`src/rtl/grid_pkg.sv`:
```
`default_nettype none
// ============================================================================
// Module      : grid_pkg
// Description : Shared types, Q8 angle tables, default colours and helpers
//               for the polar radar grid overlay pipeline.
// Revision    : 1.0 - initial release
// ============================================================================
package grid_pkg;

  typedef logic [23:0] color_t;

  localparam int ANGLE_STEPS = 36;  // 5 degree steps over 0..175 degrees
  localparam int ANGLE_W     = 6;

  // cos/sin of (5*i) degrees scaled by 256 and rounded to nearest
  localparam logic signed [31:0] COS_TABLE [ANGLE_STEPS] = '{
     256,  255,  252,  247,  241,  232,  222,  210,  196,
     181,  165,  147,  128,  108,   88,   66,   44,   22,
       0,  -22,  -44,  -66,  -88, -108, -128, -147, -165,
    -181, -196, -210, -222, -232, -241, -247, -252, -255
  };

  localparam logic signed [31:0] SIN_TABLE [ANGLE_STEPS] = '{
       0,   22,   44,   66,   88,  108,  128,  147,  165,
     181,  196,  210,  222,  232,  241,  247,  252,  255,
     256,  255,  252,  247,  241,  232,  222,  210,  196,
     181,  165,  147,  128,  108,   88,   66,   44,   22
  };

  localparam color_t DEF_BLANK_COLOR = 24'h000000;
  localparam color_t DEF_GRID_COLOR  = 24'hFF0000;
  localparam color_t DEF_SWEEP_COLOR = 24'h00FF00;

  // Ping-pong direction of the sweep line
  typedef enum logic [0:0] {
    SWEEP_UP   = 1'b0,
    SWEEP_DOWN = 1'b1
  } sweep_state_e;

  function automatic logic signed [31:0] abs32(input logic signed [31:0] v);
    return (v < 0) ? -v : v;
  endfunction

  function automatic logic signed [31:0] cos_q8(input int unsigned idx);
    logic [ANGLE_W-1:0] i6;
    i6 = ANGLE_W'(idx % ANGLE_STEPS);
    return COS_TABLE[i6];
  endfunction

  function automatic logic signed [31:0] sin_q8(input int unsigned idx);
    logic [ANGLE_W-1:0] i6;
    i6 = ANGLE_W'(idx % ANGLE_STEPS);
    return SIN_TABLE[i6];
  endfunction

endpackage
`default_nettype wire

```
`src/rtl/grid_sweep_ctrl.sv`:
```
`default_nettype none
// ============================================================================
// Module      : grid_sweep_ctrl
// Description : Frame counter and ping-pong FSM stepping the sweep angle
//               0..35..0 once every SWEEP_FRAMES frame strobes.
// Revision    : 1.0 - initial release
// ============================================================================
module grid_sweep_ctrl
  import grid_pkg::*;
#(
  parameter int SWEEP_FRAMES = 4
) (
  input  logic               clock,
  input  logic               reset_n,
  input  logic               frame_start,
  output logic [ANGLE_W-1:0] sweep_angle
);

  localparam int CNT_W = (SWEEP_FRAMES > 1) ? $clog2(SWEEP_FRAMES) : 1;
  localparam logic [CNT_W-1:0]   CNT_LAST  = CNT_W'(SWEEP_FRAMES - 1);
  localparam logic [ANGLE_W-1:0] ANGLE_MAX = ANGLE_W'(ANGLE_STEPS - 1);

  sweep_state_e       state_q, state_d;
  logic [CNT_W-1:0]   frame_cnt_q, frame_cnt_d;
  logic [ANGLE_W-1:0] angle_q, angle_d;

  // Count frames; on wrap step the angle and flip direction at the end stops
  always_comb begin
    state_d     = state_q;
    frame_cnt_d = frame_cnt_q;
    angle_d     = angle_q;
    if (frame_start) begin
      if (frame_cnt_q == CNT_LAST) begin
        frame_cnt_d = '0;
        case (state_q)
          SWEEP_UP: begin
            angle_d = angle_q + 1'b1;
            if (angle_d == ANGLE_MAX) state_d = SWEEP_DOWN;
          end
          SWEEP_DOWN: begin
            angle_d = angle_q - 1'b1;
            if (angle_d == '0) state_d = SWEEP_UP;
          end
          default: state_d = SWEEP_UP;
        endcase
      end else begin
        frame_cnt_d = frame_cnt_q + 1'b1;
      end
    end
  end

  // Controller state register
  always_ff @(posedge clock) begin
    if (!reset_n) begin
      state_q     <= SWEEP_UP;
      frame_cnt_q <= '0;
      angle_q     <= '0;
    end else begin
      state_q     <= state_d;
      frame_cnt_q <= frame_cnt_d;
      angle_q     <= angle_d;
    end
  end

  assign sweep_angle = angle_q;

endmodule
`default_nettype wire

```
`src/rtl/polar_grid_pipe.sv`:
```
`default_nettype none
// ============================================================================
// Module      : polar_grid_pipe
// Description : 3-stage pipelined polar grid renderer (range rings, spokes,
//               display border). Optional rotating sweep line is built when
//               the macro GRID_SWEEP_EN is defined.
// Revision    : 1.0 - initial release
// ============================================================================
module polar_grid_pipe
  import grid_pkg::*;
#(
  parameter int     RING_COUNT    = 7,
  parameter int     RING_SPACING  = 32,
  parameter int     SPOKE_COUNT   = 6,
  parameter int     LINE_WIDTH    = 1,
  parameter int     LEFT_BORDER   = -128,
  parameter int     RIGHT_BORDER  = 128,
  parameter int     BOTTOM_BORDER = 128,
  parameter int     TOP_BORDER    = 640,
  parameter int     BORDER_WIDTH  = 3,
  parameter color_t BLANK_COLOR   = DEF_BLANK_COLOR,
  parameter color_t GRID_COLOR    = DEF_GRID_COLOR,
  parameter color_t SWEEP_COLOR   = DEF_SWEEP_COLOR,
  parameter int     SWEEP_FRAMES  = 4
) (
  input  logic               clock,
  input  logic               reset_n,
  input  logic               frame_start,
  input  logic               in_valid,
  input  logic signed [11:0] x_value,
  input  logic signed [11:0] y_value,
  output logic               out_valid,
  output color_t             pixel,
  output logic [ANGLE_W-1:0] sweep_angle
);

  localparam int LINE_TOL    = LINE_WIDTH * 256;
  localparam int SWEEP_LIMIT = (RING_COUNT * RING_SPACING) * (RING_COUNT * RING_SPACING);

  // Spokes are spread evenly over 0..180 degrees, offset by half a pitch
  function automatic int unsigned spoke_idx(input int j);
    return int'(unsigned'((2 * j + 1) * (ANGLE_STEPS / 2) / SPOKE_COUNT));
  endfunction

  // ---------------- Stage 1: coordinates and products ----------------
  logic               s1_valid_q;
  logic signed [31:0] ye;
  logic signed [31:0] x_q, x_d, y_q, y_d;
  logic signed [31:0] d2_q, d2_d;
  logic signed [31:0] spoke_cross_q [SPOKE_COUNT];
  logic signed [31:0] spoke_cross_d [SPOKE_COUNT];
  logic signed [31:0] spoke_dot_q   [SPOKE_COUNT];
  logic signed [31:0] spoke_dot_d   [SPOKE_COUNT];

  // Sign-extend inputs, shift y to the radar origin, form distance and spoke products
  always_comb begin
    x_d  = {{20{x_value[11]}}, x_value};
    y_d  = {{20{y_value[11]}}, y_value};
    ye   = y_d - BOTTOM_BORDER;
    d2_d = x_d * x_d + ye * ye;
    for (int j = 0; j < SPOKE_COUNT; j++) begin
      spoke_cross_d[j] = x_d * sin_q8(spoke_idx(j)) - ye * cos_q8(spoke_idx(j));
      spoke_dot_d[j]   = x_d * cos_q8(spoke_idx(j)) + ye * sin_q8(spoke_idx(j));
    end
  end

  // Stage 1 datapath register (no reset; qualified by the valid chain)
  always_ff @(posedge clock) begin
    x_q  <= x_d;
    y_q  <= y_d;
    d2_q <= d2_d;
    for (int j = 0; j < SPOKE_COUNT; j++) begin
      spoke_cross_q[j] <= spoke_cross_d[j];
      spoke_dot_q[j]   <= spoke_dot_d[j];
    end
  end

`ifdef GRID_SWEEP_EN
  logic [ANGLE_W-1:0] sweep_angle_w;
  logic signed [31:0] sweep_cross_q, sweep_cross_d;
  logic signed [31:0] sweep_dot_q, sweep_dot_d;

  grid_sweep_ctrl #(
    .SWEEP_FRAMES (SWEEP_FRAMES)
  ) u_sweep_ctrl (
    .clock       (clock),
    .reset_n     (reset_n),
    .frame_start (frame_start),
    .sweep_angle (sweep_angle_w)
  );

  assign sweep_angle = sweep_angle_w;

  // Sweep line products use the angle as registered before this edge
  always_comb begin
    sweep_cross_d = x_d * SIN_TABLE[sweep_angle_w] - ye * COS_TABLE[sweep_angle_w];
    sweep_dot_d   = x_d * COS_TABLE[sweep_angle_w] + ye * SIN_TABLE[sweep_angle_w];
  end

  // Stage 1 sweep product register
  always_ff @(posedge clock) begin
    sweep_cross_q <= sweep_cross_d;
    sweep_dot_q   <= sweep_dot_d;
  end
`else
  logic unused_frame_start;
  assign unused_frame_start = frame_start;
  assign sweep_angle        = '0;
`endif

  // ---------------- Stage 2: geometry flags ----------------
  logic s2_valid_q;
  logic out_border_q, out_border_d;
  logic on_border_q, on_border_d;
  logic ring_hit_q, ring_hit_d;
  logic spoke_hit_q, spoke_hit_d;

  // Border box, ring tolerance band and spoke half-plane tests
  always_comb begin
    out_border_d = (x_q > RIGHT_BORDER + BORDER_WIDTH) || (x_q < LEFT_BORDER - BORDER_WIDTH) ||
                   (y_q > TOP_BORDER + BORDER_WIDTH)   || (y_q < BOTTOM_BORDER - BORDER_WIDTH);
    on_border_d  = !out_border_d &&
                   ((x_q > RIGHT_BORDER) || (x_q < LEFT_BORDER) ||
                    (y_q > TOP_BORDER)   || (y_q < BOTTOM_BORDER));
    ring_hit_d = 1'b0;
    for (int k = 1; k <= RING_COUNT; k++) begin
      if (abs32(d2_q - (k * RING_SPACING) * (k * RING_SPACING)) <= 2 * LINE_WIDTH * k * RING_SPACING)
        ring_hit_d = 1'b1;
    end
    spoke_hit_d = 1'b0;
    for (int j = 0; j < SPOKE_COUNT; j++) begin
      if ((abs32(spoke_cross_q[j]) <= LINE_TOL) && (spoke_dot_q[j] >= 0))
        spoke_hit_d = 1'b1;
    end
  end

  // Stage 2 flag register
  always_ff @(posedge clock) begin
    out_border_q <= out_border_d;
    on_border_q  <= on_border_d;
    ring_hit_q   <= ring_hit_d;
    spoke_hit_q  <= spoke_hit_d;
  end

`ifdef GRID_SWEEP_EN
  logic sweep_hit_q, sweep_hit_d;

  // Sweep line is a spoke clipped to the outermost ring
  always_comb begin
    sweep_hit_d = (abs32(sweep_cross_q) <= LINE_TOL) && (sweep_dot_q >= 0) &&
                  (d2_q <= SWEEP_LIMIT);
  end

  // Stage 2 sweep flag register
  always_ff @(posedge clock) begin
    sweep_hit_q <= sweep_hit_d;
  end
`endif

  // ---------------- Stage 3: colour ----------------
  logic   out_valid_q;
  color_t pixel_q, pixel_d;

  // Priority colour select; hold the last colour when no pixel arrives
  always_comb begin
    pixel_d = pixel_q;
    if (s2_valid_q) begin
      if (out_border_q)
        pixel_d = BLANK_COLOR;
`ifdef GRID_SWEEP_EN
      else if (sweep_hit_q)
        pixel_d = SWEEP_COLOR;
`endif
      else if (on_border_q || ring_hit_q || spoke_hit_q)
        pixel_d = GRID_COLOR;
      else
        pixel_d = BLANK_COLOR;
    end
  end

  // Valid chain and output colour; reset drops every in-flight pixel
  always_ff @(posedge clock) begin
    if (!reset_n) begin
      s1_valid_q  <= 1'b0;
      s2_valid_q  <= 1'b0;
      out_valid_q <= 1'b0;
      pixel_q     <= BLANK_COLOR;
    end else begin
      s1_valid_q  <= in_valid;
      s2_valid_q  <= s1_valid_q;
      out_valid_q <= s2_valid_q;
      pixel_q     <= pixel_d;
    end
  end

  assign out_valid = out_valid_q;
  assign pixel     = pixel_q;

endmodule
`default_nettype wire

```
`config.mk`:
```
export PLATFORM = sky130hd
export DESIGN_NAME = polar_grid_pipe
export DESIGN_NICKNAME = d
export VERILOG_FILES = /design/src/rtl/grid_pkg.sv /design/src/rtl/grid_sweep_ctrl.sv /design/src/rtl/polar_grid_pipe.sv
export SDC_FILE = /design/constraint.sdc
export NUM_CORES = 2
export LEC_CHECK = 0
export BUFFER_PORTS_ARGS = -buffer_cell sky130_fd_sc_hd__buf_4
export CAP_MARGIN = 10
export CORE_ASPECT_RATIO = 0.9
export CORE_MARGIN = 5
export CORE_UTILIZATION = 50
export DETAILED_ROUTE_END_ITERATION = 8
export PLACE_DENSITY = 0.67
export RECOVER_POWER = 25
export SLEW_MARGIN = 30
export SYNTH_ARGS = -nofsm -noshare
export SYNTH_HDL_FRONTEND = slang
export SYNTH_HIERARCHICAL = 1
export SYNTH_SLANG_ARGS = --single-unit
```
`constraint.sdc`:
```
create_clock -name clock -period 17.3 [get_ports clock]
set_input_delay 0.865 -clock clock [delete_from_list [all_inputs] [get_ports clock]]
set_output_delay 0.865 -clock clock [all_outputs]
set_load 0.1 [all_outputs]
```
Word-level counts from Yosys, hierarchy flattened
Memories as Yosys holds them, arrays and structs flattened.
Cells that the tools add are included.
- $add $sub $neg: 34
- $mul: 14
- order comparisons: 40
- muxes and demuxes: 17
- reductions and logical operators: 18
- operator list (kind ; count):
    $mux W32 ; 13
    $le A32 B10 Y1 const B ; 10
    $neg A28 Y32 ; 7
    $lt A28 B1 Y1 const B ; 7
    $ge A32 B1 Y1 const B ; 6
    $lt A32 B1 Y1 const B ; 6
    $neg A32 Y32 ; 6
    $mul A13 B9 Y22 const B ; 4
    $mul A12 B9 Y21 const B ; 4
    $le A32 B9 Y1 const B ; 2
    $sub A27 B16 Y28 const B ; 2
    $sub A27 B17 Y28 const B ; 2
    $mux W24 ; 2
    $add A20 B22 Y23 ; 2
    $add A21 B22 Y23 ; 2
    $sub A20 B22 Y23 ; 2
    $sub A21 B22 Y23 ; 2
    $add A21 B21 Y22 ; 2
    $sub A21 B21 Y22 ; 2
    $mul A13 B7 Y20 const B ; 2
    $mul A12 B7 Y19 const B ; 2
    $le A32 B8 Y1 const B ; 1
    $sub A27 B12 Y28 const B ; 1
    $sub A27 B14 Y28 const B ; 1
    other kinds (15) ; 33
- bits in registers: 82
- bits in writable memories: 384
- logic and storage cells: 136
- memories kept: 2
- memories (memory ; depth ; width ; rd ports ; clocked after Yosys merged registers in ; write ports ; line ; text):
    spoke_cross_q ; 6 ; 32 ; 6 ; 0 ; 6 ; polar_grid_pipe.sv:50 ; logic signed [31:0] spoke_cross_q [SPOKE_COUNT];
    spoke_dot_q ; 6 ; 32 ; 6 ; 0 ; 6 ; polar_grid_pipe.sv:52 ; logic signed [31:0] spoke_dot_q [SPOKE_COUNT];

Depth between registers and ports, before layout
- word-level depth: 6
- mapped depth: 34
- gate-level depth less buffers: 34

Worst setup path before layout
OpenSTA, ideal clock, no wires.
- path kind: input to register
- start: input y_value[7]
- end: register d2_q[25]
- setup time: 72 ps
- arrival time: 9781 ps
- path slack: 7447 ps
- cell stages on the path: 26
- path buffers: 3
- cell sequence: clkbuf_1 > nor2_1 > a21o_1 > buf_1 > buf_1 > nand2_1 > inv_1 > fa_1 > fa_1 > inv_1 > fa_1 > fa_1 > fa_1 > inv_1 > fa_1 > fa_1 > ha_1 > o2bb2a_1 > o21ai_1 > o41ai_1 > o21ai_1 > a211o_1 > a21oi_1 > o21bai_1 > a21oi_1 > xnor2_1
- longest elaborated chain between the ends: 3
- ends and longest elaborated chain (element ; line ; text):
    start: declaration ; polar_grid_pipe.sv:31 ; input logic signed [11:0] y_value,
    $sub A12 B9 Y13 ; polar_grid_pipe.sv:59 ; ye = y_d - BOTTOM_BORDER;
    $mul A13 B13 Y26 ; polar_grid_pipe.sv:60 ; d2_d = x_d * x_d + ye * ye;
    $add A24 B26 Y27 ; polar_grid_pipe.sv:60 ;
    via d2_d[25] ; polar_grid_pipe.sv:49 ; logic signed [31:0] d2_q, d2_d;
    end signal: assignment ; polar_grid_pipe.sv:71 ; d2_q <= d2_d;
    end: declaration ; polar_grid_pipe.sv:49 ;
The timed path passes the listed nets, and every way through them passes these cells.
A chain may end at the register's enable or synchronous reset.

==> flow_metrics.py <==
metrics = {
    "clocking": {
        "post_cts_buffers": 0,
        "cts_buffers": 17,
        "cts_resized": 0,
        "clk_latency_ns": 0.55,
        "hold_buffers": 0,
        "clkSlewWorstSetupHoldPaths_ns": 0.10,
        "cts_tree": "yes",
        "clock-sinks": 196,
        "cts_htree_levels": 4,
        "cts.path.max_buffers": 2,
        "cts_root_buffer": "clkbuf_16",
    },
    "routing": {
        "wl_per_cell_um": 22.3,
        "route.detailed.drc": 0,
        "routed-wl-met3_um": 20400,
        "drt_pass1_iterations": 8,
        "vias": 42182,
        "totalWireLength_um": 162000,
        "met2_length_um": 65800,
        "top_layer_used": "met5",
        "wl_met1_um": 69700,
        "via_per_inst": 5.81,
        "drtAntennaViolNets": 0,
        "drt_iter0_drc": 4108,
    },
    "setup_path": {
        "critPathArrivalTime_ns": 12.43,
        "startpoint_type": "primary input",
        "max_stage_delay_ns": 1.73,
        "worstSetupEndpointType": "flop",
        "rrSetupSlack_ns": 12.29,
        "critPathTopFamily": "buffers and inverters",
        "critPathRequiredTime_ns": 17.76,
        "r2r-start": "d2_q[10]$_DFF_P_",
        "worst_r2r_path_depth": 12,
        "critPathKind": "primary input to flop",
        "cpMostUsedCell": "fa_1",
        "critPathMaxFanout": 28,
        "reg2reg_to": "ring_hit_q$_SDFF_PP1_",
        "worst-path-buf-inv": 7,
        "slowest_stage": "clkbuf_1",
    },
    "synth": {
        "synth_top_cell_area_share": 0.281,
        "synthesis.area_um2": 51500,
        "synth_top_cell_by_area": "fa_1",
        "ys.warnings.count": 6,
        "netlist_top_cells_area": "fa_1 (28%), ha_1 (20%), inv_1 (8.5%)",
        "ys.flop_type": "dfxtp_1",
        "synthCells": 5878,
        "synth_commonest_cells": "inv_1 (1163), ha_1 (830), fa_1 (721)",
        "synthArstFlopShare": 0,
        "synth.most_common_cell": "inv_1",
        "synth_edf_count": 0,
        "yosysSeqAreaShare": 0.0763,
        "ys_seq_elements": 196,
        "syn_avg_cell_area_um2": 8.75,
        "post_synth_num_cell_types": 103,
    },
    "sta": {
        "relSlewSlack": -0.765,
        "fmax_mhz": 83.5,
        "fin_crit_ns": 11.97,
        "skew_ns": 0.0119,
        "rsz0062_at_grt": "no",
        "fin_tns_setup_ns": 0,
        "setup_viol": 0,
        "slew_viol_final": 380,
        "worst_pin_slew_ns": 2.65,
        "final_hold_viol_count": 0,
        "post-route-period-util": 0.692,
    },
    "run_status": {
        "status": "complete, but fails checks",
        "violations": "max-capacitance violations, max-slew violations",
    },
    "die": {
        "num_rows": 111,
        "initial_utilization": 0.505,
        "io_pins": 59,
        "die_area_um2": 109000,
        "core_um2": 102000,
        "chipWidth_um": 348,
        "die_y_um": 314,
    },
    "min_path": {
        "min_to": "s2_valid_q$_SDFF_PN0_",
        "hp-class": "flop to flop",
        "hold_depth": 1,
        "min-delay-start": "s1_valid_q$_SDFF_PN0_",
    },
    "placement": {
        "io_buffer_count": 35,
        "placed_cell_area_um2": 53300,
        "dp_hpwl_um": 134000,
        "gp_congestion": 1.03,
    },
    "global_route": {
        "grt_pass1_vias": 40946,
        "grt_overflow": 0,
        "grt_usage": 0.296,
        "grt_max_degree": 51,
        "antenna_found_initial": 7,
        "grt_pass1_wl_um": 246000,
    },
    "layout": {
        "multi_input_area_um2": 42700,
        "fill_cells": 9546,
        "area_growth_pct": 4.72,
        "regArea_um2": 3920,
        "final_nets": 7463,
        "drive_gt1_frac": 0.0307,
        "design_area_um2": 53900,
    },
    "flow_run": {
        "drv_cap": 18,
    },
}
-- registers in the layout (all words and copies together) (netlist names), 7 cells and up --
name	flops
spoke_dot_q	7
y_q	11
d2_q	26
x_q	11
spoke_cross_q	133
-- how the worst max path moves through the flow --
stage,cells after the start,endpoint,slack [ns],start
global route,29,spoke_cross_q[4][30]$_DFF_P_,4.86,x_value[0]
floorplan,26,d2_q[25]$_DFF_P_,7.45,y_value[7]
global placement,30,d2_q[25]$_DFF_P_,7.16,y_value[7]
CTS,30,d2_q[25]$_DFF_P_,7.62,y_value[7]
detailed placement,30,d2_q[25]$_DFF_P_,7.02,y_value[7]
finish,34,spoke_cross_q[4][30]$_DFF_P_,5.33,x_value[0]
-- layer usage --
metal,GRT usage,vias to the layer above
met2,0.423,1875
met3,0.103,247
met5,0,-
met1,0.418,20579
met4,0.0969,4
li1,-,19477
-- cell families after synthesis --
kind of cell,count (synthesis),share of synthesized area
other cells,1,0.0000729
compound gates,1028,0.132
xor+xnor,421,0.0717
flops,196,0.0763
mux,36,0.00713
fa+ha+maj,1551,0.482
buf+inv,1296,0.0976
simple gates,1349,0.133
-- cell usage in the layout, fill, tap and decap left out, types with 18 or more instances in the layout --
cell type,instances
nand4_1,60
a31oi_1,51
fa_1,721
clkbuf_1,38
nor2_1,372
inv_1,1161
o22ai_1,18
o21ai_0,193
or4_1,22
nor4_1,52
or3_1,45
buf_4,53
o31ai_1,32
a21boi_0,24
a21oi_1,276
dfxtp_1,196
xnor2_1,295
or2_2,27
a21o_1,80
nand2b_1,51
nand2_1,261
ha_1,830
nor3_1,136
and2_1,28
o211ai_1,29
xor2_1,123
mux2i_1,31
nand3_1,112
nor2b_1,57
and3_1,36
a211oi_1,30
conb_1,22
o21a_1,43
o21bai_1,37
-- final cells by class --
class | count | area share
clock buffer | 17 | 0.00790
antenna | 4 | 0.000186
multi-input combinational | 4407 | 0.792
timing repair buffer | 91 | 0.0100
inverter | 1171 | 0.0816
tap | 1356 | 0.0315
sequential | 196 | 0.0728
clock inverter | 15 | 0.00432
-- per-stage QoR --
| stage | hold WS (ns) | setup WS (ns) | utilization | instances |
|---|---|---|---|---|
| after floorplan | 0.412 | 7.45 | - | 5899 |
| after global placement | 0.422 | 7.16 | 0.523 | 7220 |
| after detailed placement | 0.433 | 7.02 | 0.523 | 7220 |
| after CTS | 0.432 | 7.62 | 0.530 | 7252 |
| after global routing | 0.470 | 4.86 | 0.528 | 7253 |
| final | 0.451 | 5.33 | 0.529 | 7257 |
Power is not shown: default switching activity piles up to over one toggle a cycle in this logic, so the estimate is an artifact.
